[src/rtl/friscv_axi_rd_arbiter.sv]
// rtl/friscv_axi_rd_arbiter.sv - two-port AXI4 read arbiter with in-order R routing
// Optional macro ARB_FIXED_PRIO_EN: port 1 wins ties instead of round-robin.
module friscv_axi_rd_arbiter #(
  parameter int AXI_ADDR_W  = 32,
  parameter int AXI_ID_W    = 8,
  parameter int AXI_DATA_W  = 128,
  parameter int OSTDREQ_NUM = 8
) (
  input  logic                          aclk,
  input  logic                          aresetn,
  input  logic                          s0_arvalid,
  output logic                          s0_arready,
  input  logic [AXI_ADDR_W-1:0]         s0_araddr,
  input  logic [7:0]                    s0_arlen,
  input  logic [2:0]                    s0_arsize,
  input  logic [1:0]                    s0_arburst,
  input  logic [2:0]                    s0_arprot,
  input  logic [AXI_ID_W-1:0]           s0_arid,
  output logic                          s0_rvalid,
  input  logic                          s0_rready,
  output logic [AXI_ID_W-1:0]           s0_rid,
  output logic [1:0]                    s0_rresp,
  output logic [AXI_DATA_W-1:0]         s0_rdata,
  output logic                          s0_rlast,
  input  logic                          s1_arvalid,
  output logic                          s1_arready,
  input  logic [AXI_ADDR_W-1:0]         s1_araddr,
  input  logic [7:0]                    s1_arlen,
  input  logic [2:0]                    s1_arsize,
  input  logic [1:0]                    s1_arburst,
  input  logic [2:0]                    s1_arprot,
  input  logic [AXI_ID_W-1:0]           s1_arid,
  output logic                          s1_rvalid,
  input  logic                          s1_rready,
  output logic [AXI_ID_W-1:0]           s1_rid,
  output logic [1:0]                    s1_rresp,
  output logic [AXI_DATA_W-1:0]         s1_rdata,
  output logic                          s1_rlast,
  output logic                          m_arvalid,
  input  logic                          m_arready,
  output logic [AXI_ADDR_W-1:0]         m_araddr,
  output logic [7:0]                    m_arlen,
  output logic [2:0]                    m_arsize,
  output logic [1:0]                    m_arburst,
  output logic [2:0]                    m_arprot,
  output logic [AXI_ID_W-1:0]           m_arid,
  input  logic                          m_rvalid,
  output logic                          m_rready,
  input  logic [AXI_ID_W-1:0]           m_rid,
  input  logic [1:0]                    m_rresp,
  input  logic [AXI_DATA_W-1:0]         m_rdata,
  input  logic                          m_rlast,
  output logic [$clog2(OSTDREQ_NUM):0]  ostd_cnt,
  output logic                          rsp_err
);

  localparam int PTR_W = $clog2(OSTDREQ_NUM);
  localparam int CNT_W = PTR_W + 1;

  typedef enum logic {IDLE, LOCK} state_t;

  state_t                 state_q;
  logic                   grant_q;
`ifndef ARB_FIXED_PRIO_EN
  logic                   rr_q;
`endif
  logic [OSTDREQ_NUM-1:0] order_q, order_d;
  logic [PTR_W-1:0]       wr_ptr_q, wr_ptr_d;
  logic [PTR_W-1:0]       rd_ptr_q, rd_ptr_d;
  logic [CNT_W-1:0]       cnt_q, cnt_d;
  logic                   rsp_err_q, rsp_err_d;

  logic fifo_full, fifo_empty;
  logic arb_win, sel, ar_req, ar_hs;
  logic head, r_pop;

  assign fifo_full  = (cnt_q == CNT_W'(OSTDREQ_NUM));
  assign fifo_empty = (cnt_q == '0);

  // Winner for a fresh arbitration; only consulted in IDLE.
  always_comb begin
`ifdef ARB_FIXED_PRIO_EN
    arb_win = s1_arvalid;
`else
    arb_win = rr_q ? s1_arvalid : !s0_arvalid;
`endif
  end

  assign sel    = (state_q == LOCK) ? grant_q : arb_win;
  assign ar_req = (state_q == LOCK) || (!fifo_full && (s0_arvalid || s1_arvalid));
  assign ar_hs  = m_arvalid && m_arready;

  assign m_arvalid  = aresetn && ar_req;
  assign s0_arready = ar_hs && !sel;
  assign s1_arready = ar_hs && sel;

  assign m_araddr  = sel ? s1_araddr  : s0_araddr;
  assign m_arlen   = sel ? s1_arlen   : s0_arlen;
  assign m_arsize  = sel ? s1_arsize  : s0_arsize;
  assign m_arburst = sel ? s1_arburst : s0_arburst;
  assign m_arprot  = sel ? s1_arprot  : s0_arprot;
  assign m_arid    = sel ? s1_arid    : s0_arid;

  // R beats follow the oldest accepted AR; with nothing pending they are drained.
  assign head      = order_q[rd_ptr_q];
  assign s0_rvalid = aresetn && !fifo_empty && !head && m_rvalid;
  assign s1_rvalid = aresetn && !fifo_empty && head && m_rvalid;
  assign m_rready  = aresetn && (fifo_empty || (head ? s1_rready : s0_rready));
  assign r_pop     = m_rvalid && m_rready && m_rlast && !fifo_empty;

  assign s0_rid   = m_rid;
  assign s0_rresp = m_rresp;
  assign s0_rdata = m_rdata;
  assign s0_rlast = m_rlast;
  assign s1_rid   = m_rid;
  assign s1_rresp = m_rresp;
  assign s1_rdata = m_rdata;
  assign s1_rlast = m_rlast;

  always_comb begin
    order_d   = order_q;
    wr_ptr_d  = wr_ptr_q;
    rd_ptr_d  = rd_ptr_q;
    rsp_err_d = rsp_err_q || (m_rvalid && fifo_empty);
    if (ar_hs) begin
      order_d[wr_ptr_q] = sel;
      wr_ptr_d          = wr_ptr_q + 1'b1;
    end
    if (r_pop) begin
      rd_ptr_d = rd_ptr_q + 1'b1;
    end
    cnt_d = cnt_q + {{(CNT_W-1){1'b0}}, ar_hs} - {{(CNT_W-1){1'b0}}, r_pop};
  end

  always_ff @(posedge aclk) begin
    if (!aresetn) begin
      state_q   <= IDLE;
      grant_q   <= 1'b0;
`ifndef ARB_FIXED_PRIO_EN
      rr_q      <= 1'b0;
`endif
      order_q   <= '0;
      wr_ptr_q  <= '0;
      rd_ptr_q  <= '0;
      cnt_q     <= '0;
      rsp_err_q <= 1'b0;
    end else begin
      case (state_q)
        IDLE: begin
          if (ar_req && !m_arready) begin
            state_q <= LOCK;
            grant_q <= arb_win;
          end
        end
        LOCK: begin
          if (m_arready) begin
            state_q <= IDLE;
          end
        end
      endcase
`ifndef ARB_FIXED_PRIO_EN
      if (ar_hs) begin
        rr_q <= !sel;
      end
`endif
      order_q   <= order_d;
      wr_ptr_q  <= wr_ptr_d;
      rd_ptr_q  <= rd_ptr_d;
      cnt_q     <= cnt_d;
      rsp_err_q <= rsp_err_d;
    end
  end

  assign ostd_cnt = cnt_q;
  assign rsp_err  = rsp_err_q;

endmodule

[config.mk]
export PLATFORM = sky130hd
export DESIGN_NAME = friscv_axi_rd_arbiter
export DESIGN_NICKNAME = d
export VERILOG_FILES = /design/src/rtl/friscv_axi_rd_arbiter.sv
export SDC_FILE = /design/constraint.sdc
export NUM_CORES = 1
export LEC_CHECK = 0
export CORE_AREA = 2 2 236 238
export CTS_CLUSTER_SIZE = 10
export DETAILED_ROUTE_END_ITERATION = 6
export DIE_AREA = 0 0 238 240
export GPL_TIMING_DRIVEN = 0
export SLEW_MARGIN = 10
export SYNTH_ARGS = -nofsm -noshare
export SYNTH_HDL_FRONTEND = slang
export SYNTH_SLANG_ARGS = --single-unit
[constraint.sdc]
create_clock -name aclk -period 2.6 [get_ports aclk]
set_clock_uncertainty 0.05 [all_clocks]
set_input_delay 0.52 -clock aclk [delete_from_list [all_inputs] [get_ports aclk]]
set_output_delay 0.52 -clock aclk [all_outputs]
set_load 0.03 [all_outputs]
### Word-level counts from Yosys, hierarchy flattened

Index checks and enable logic that the tools add are counted.

* add/subtract/negate cells: 4
* magnitude comparators: 3
* eq/ne operators: 1
* multiplexer cells: 17
* bitwise operators: 1
* reductions and logical operators: 29

Operators with widths (number)
* two-way mux 32 bit: 1
* logical AND 1 bit: 17
* two-way mux 8 bit: 2
* bitwise mux 8 bit: 1
* < comparator 3 x 4 -> 1 bit, second input constant: 2
* two-way mux 1 bit: 7
* adder 3 x 1 -> 3 bit, second input constant: 2
* zero test 1 bit: 6
* two-way mux 3 bit: 2
* adder 4 x 1 -> 4 bit: 1
* == test 4 bit, second input constant: 1
* zero test 4 bit: 1
* logical OR 1 bit: 4
* subtractor 4 x 1 -> 4 bit: 1
* binary-select mux 1 bit (select 3 bit): 1
* demux 1 bit (select 3 bit): 1
* >= comparator 3 x 1 -> 1 bit, second input constant: 1
* two-way mux 2 bit: 1
* one-hot mux 1 bit (2 select lines): 1
* AND reduction 2 bit: 1
* inverter 1 bit: 1

* flip-flop bits (word level): 22
* input bits: 259
* output and inout port bits: 345

### Logic depth before layout (Yosys ltp)

* word-level depth: 9
* gate-level depth with buffers: 14

### Worst setup path after synthesis

Ideal clock, no wire load.

* path kind: flip-flop to flip-flop
* from: reg cnt_q[2] (netlist: ostd_cnt[2])
* to: reg cnt_q[2] (netlist: ostd_cnt[2])
* setup time: 0.128 ns
* arrival: 2.677 ns
* data required time: 2.422 ns
* slack: -0.255 ns
* stages on the path, launching flop included: 15
* path buffers: 1
* period minus slack after synthesis: 2.855 ns
* path through: dfxtp_1 inv_1 ha_1 or3b_2 clkbuf_1 nand4_1 mux2_4 nor2_1 ha_1 inv_1 ha_1 inv_1 fa_1 xor2_1 nor2_1

RTL lines
* from (decl): line 70 `logic [CNT_W-1:0] cnt_q, cnt_d;`
* from (signal assigned): line 169 `cnt_q <= cnt_d;`
* zero test 4 bit *: line 78 `assign fifo_empty = (cnt_q == '0);`
* logical OR 1 bit: line 108 `assign m_rready = aresetn && (fifo_empty || (head ? s1_rready : s0_rready));`
* logical AND 1 bit: line 108
* logical AND 1 bit (2 in a row): line 109 `assign r_pop = m_rvalid && m_rready && m_rlast && !fifo_empty;`
* logical AND 1 bit *: line 109
* via r_pop: line 75 `logic head, r_pop;`
* subtractor 4 x 1 -> 4 bit *: line 132 `cnt_d = cnt_q + {{(CNT_W-1){1'b0}}, ar_hs} - {{(CNT_W-1){1'b0}}, r_pop};`

Mark *: on every way through the listed nets, which the timed path passes. The rest lies on a longest branch.
A chain may end at the register's enable or synchronous reset.

### Worst setup path after layout

* from: reg rd_ptr_q[0]
* to: reg cnt_q[1] (netlist: ostd_cnt[1])

* longest elaborated chain between the ends: 9

RTL lines
* from (decl): line 69 `logic [PTR_W-1:0] rd_ptr_q, rd_ptr_d;`
* from (signal assigned): line 168 `rd_ptr_q <= rd_ptr_d;`
* binary-select mux 1 bit (select 3 bit): line 105 `assign head = order_q[rd_ptr_q];`
* two-way mux 1 bit (implied by the code): line 105
* two-way mux 1 bit: line 108
* logical OR 1 bit: line 108
* logical AND 1 bit: line 108
* logical AND 1 bit (3 in a row): line 109
* via r_pop: line 75
* subtractor 4 x 1 -> 4 bit: line 132

The timed path passes the listed nets, and every way through them passes these cells. The select of a mux whose other input is x is not followed.

==> impl_metrics.ini <==
[status]
outcome = finished, violations left
violations = negative setup slack

[clock_tree]
cts_sinks = 22
cts_tree = yes
cts_made_buffers = 3
clock_path_buffers = 2
path_clk_slew_ns = 0.06
insertion_delay_ns = 0.25
h-tree-depth = 1
cts_root_buffer = clkbuf_16

[finish]
final_area_um2 = 9970
final_layout_size_suffix_gt1_share_pct = 36.9
fin_cells = 1804
fill_cells = 6169
nNetsFinal = 1365
syn2layout_area_growth_pct = 142
fin_util_pct = 18.2

[place]
hpwlAfterDp_um = 23500
numPortBuffers = 465
postPlaceCellArea_um2 = 9650
dp.cells = 1781
place_congestion = 0.791

[timing]
grt_setup_unrepaired = yes
fin_crit_sh_pct = 105
hold_viol = 0
finalMaxSlewViolations = 0
fmaxAchievable_mhz = 367
tightest_slew_ns = 0.591
whs_ns = 0.426
min_period_ns = 2.73
setup_viol = 7
finalWorstSetupSlack_ns = -0.127
timing.slew.headroom_pct = 60.5
setup_tns_ns = -0.415

[global_routing]
grt_usage_pct = 8.31
grt_pass1_wl_um = 34900
grt_use_met1_pct = 10.4
grt_overflow_total = 0
use_met3_pct = 1.58
grt_max_degree = 13
use_met2_pct = 14.6
grt_pass1_vias = 5303
grt.busiest_layer = met2
antenna_found_initial = 10

[floorplan]
rows = 86
start_util_pct = 7.53
pin_count = 604
die_x_um = 238
core_area_um2 = 54700
dieHeight_um = 240
dieArea_um2 = 57100

[synthesis]
synth_cell_type_count = 40
ys_warn_count = 0
yosysTopAreaCellShare_pct = 50.7
ys_ff_latch = 22
yosysSeqAreaShare_pct = 10.7
synth_edf_count = 0
synthCells = 612
synthTopCellsByArea = buf_4, nand2_1, dfxtp_1
async_flop_share_pct = 0
yosysTopAreaCell = buf_4
dominantRegCellSynth = dfxtp_1
synth_area_um2 = 4120
syn-num-nets = 880
syn_area_per_cell_um2 = 6.73

[drt]
routedWlPerCell_um = 14.7
initialDrtViolationCount = 212
drt_wl_total_um = 26500
vias_per_cell = 2.96
ant_nets = 0
vias = 5333
first_pass_iters = 4
drc = 0

[pwr]
p_per_area_nw_per_um2 = 358
power.internal_uw = 1890
clkPwrFrac_pct = 9.2
p_sw_share_pct = 46.9
power_frac_seq_pct = 11.2
p_comb_share_pct = 79.6
vdd_drop_max_mv = 0.213
switching_power_uw = 1670
p_leak_uw = 0.00449

[min_path]
hold_path.class = flop to flop

[worst_setup_path]
critical_path_class = flop to flop
cp_cell_sequence = mux4_2 > mux2i_4 > mux2_4 > nor2_4 > ha_4 > inv_4 > ha_4 > inv_2 > fa_2 > nor2_1
endpoint_kind = flop
cpLargestDelayFamily = multiplexers
arrival_ns = 2.81
cp_max_fo = 5
crit_slowest_cell = mux4_2
cpMostUsedCell = ha_4
crit_buf_inv = 2
slowest_delay_ns = 0.53
required_ns = 2.69
start_kind = flop
r2r_slack_ns = -0.13

[flow_run]
cap_violations = 0
-- timing repair --
| item | CTS | global route |
|---|---|---|
| pin swaps | 3 | 6 |
| buffers inserted | 14 | 1 |
| endpoints found under the setup margin | 69 | 53 |
| hold endpoints to repair | 0 | 0 |
| cloned | 2 | 0 |
| hold buffers | 0 | 0 |
| gates resized for setup | 387 | 25 |
-- cell usage in the layout, fill, tap and decap left out, types with 3 or more instances in the layout --
| cell type | instances |
|---|---|
| a21oi_1 | 3 |
| a31oi_1 | 6 |
| and2_1 | 4 |
| buf_12 | 5 |
| buf_16 | 3 |
| buf_2 | 33 |
| buf_4 | 304 |
| buf_6 | 12 |
| clkbuf_1 | 6 |
| clkbuf_16 | 3 |
| clkbuf_2 | 5 |
| clkbuf_4 | 5 |
| clkbuf_8 | 3 |
| clkdlybuf4s50_1 | 401 |
| dfxtp_1 | 19 |
| diode_2 | 4 |
| ha_1 | 5 |
| ha_4 | 3 |
| inv_1 | 8 |
| inv_2 | 3 |
| mux2i_1 | 6 |
| nand2_1 | 172 |
| nand2_2 | 4 |
| nand2b_1 | 3 |
| nand3_1 | 3 |
| nand4_1 | 12 |
| nor2_1 | 15 |
| nor3b_1 | 7 |
| o311a_1 | 3 |
-- cell usage after synthesis, types with 2 or more instances --
cell type,number
buf_2,6
mux4_1,2
ha_1,8
nand4_1,12
buf_4,278
a21oi_1,4
a31oi_1,6
dfxtp_1,22
clkbuf_1,16
o31ai_1,3
nand2_1,176
nor2b_1,3
nor3_1,2
and2_1,4
nand2b_1,3
o311a_1,3
nand3_1,3
nor3b_1,7
a41o_1,2
mux2i_1,6
inv_1,12
nor2_1,16
-- power groups by stage --
| stage | Clock, uW | Combinational, uW | Sequential [uW] |
|---|---|---|---|
| after floorplan | 0 | 1520 | 434 |
| after global placement | 0 | 2720 | 404 |
| after detailed placement | 0 | 2740 | 406 |
| after CTS | 339 | 2840 | 400 |
| after global routing | 353 | 3000 | 406 |
| final | 327 | 2840 | 401 |
-- final cells by class --
type,instances,area (um^2),share of cell area [%]
Buffer,299,2300,23.1
Tap cell,704,881,8.83
Inverter,12,47.5,0.477
Sequential cell,22,447,4.48
Multi-Input combinational cell,277,1550,15.5
Clock buffer,4,78.8,0.791
Timing Repair Buffer,482,4660,46.7
Antenna cell,4,10.0,0.100
-- layer usage --
| metal | vias to the layer above | share of wire, % |
|---|---|---|
| met5 | - | 0.060 |
| met4 | 2 | 2.4 |
| met3 | 22 | 7.0 |
| met2 | 289 | 50 |
| met1 | 2398 | 40 |
| li1 | 2622 | - |
-- final timing paths --
check,cells after the start,to,from
worst max-delay path,10,ostd_cnt[1],rd_ptr_q[0]
worst max register to register,10,ostd_cnt[1],rd_ptr_q[0]
worst min register to register,2,rsp_err,rsp_err
worst min-delay path,2,rsp_err,rsp_err
-- logic make-up (layout without fill, tap and decap cells) --
kind of cell | after synthesis | in the layout | synth area share, %
buf+inv | 313 | 797 | 54.1
simple gates | 230 | 230 | 23.5
compound gates | 25 | 25 | 4.50
flops | 22 | 22 | 10.7
mux | 11 | 11 | 3.92
fa+ha+maj | 9 | 9 | 2.92
xor+xnor | 2 | 2 | 0.426
other cells | 0 | 4 | 0
-- tightest hold or removal path, stage by stage (launching register included) --
cell     delay, ns
dfxtp_1       0.33
a31oi_1       0.04
nor2_1        0.07
-- flip-flops by register name, summed over array words and instances (netlist names) --
register and cells:
grant_q 1, state_q 1, rr_q 1, wr_ptr_q 3, order_q 8, rsp_err 1, ostd_cnt 4, rd_ptr_q 3
-- stage by stage --
stage,worst slack [ns],power [uW]
after detailed placement,-1.78,3140
after global routing,-0.211,3760
final,-0.127,3570
after floorplan,-0.0919,1960
after global placement,-1.79,3130
after CTS,-0.168,3580
Power figures use the tool's default switching activity.
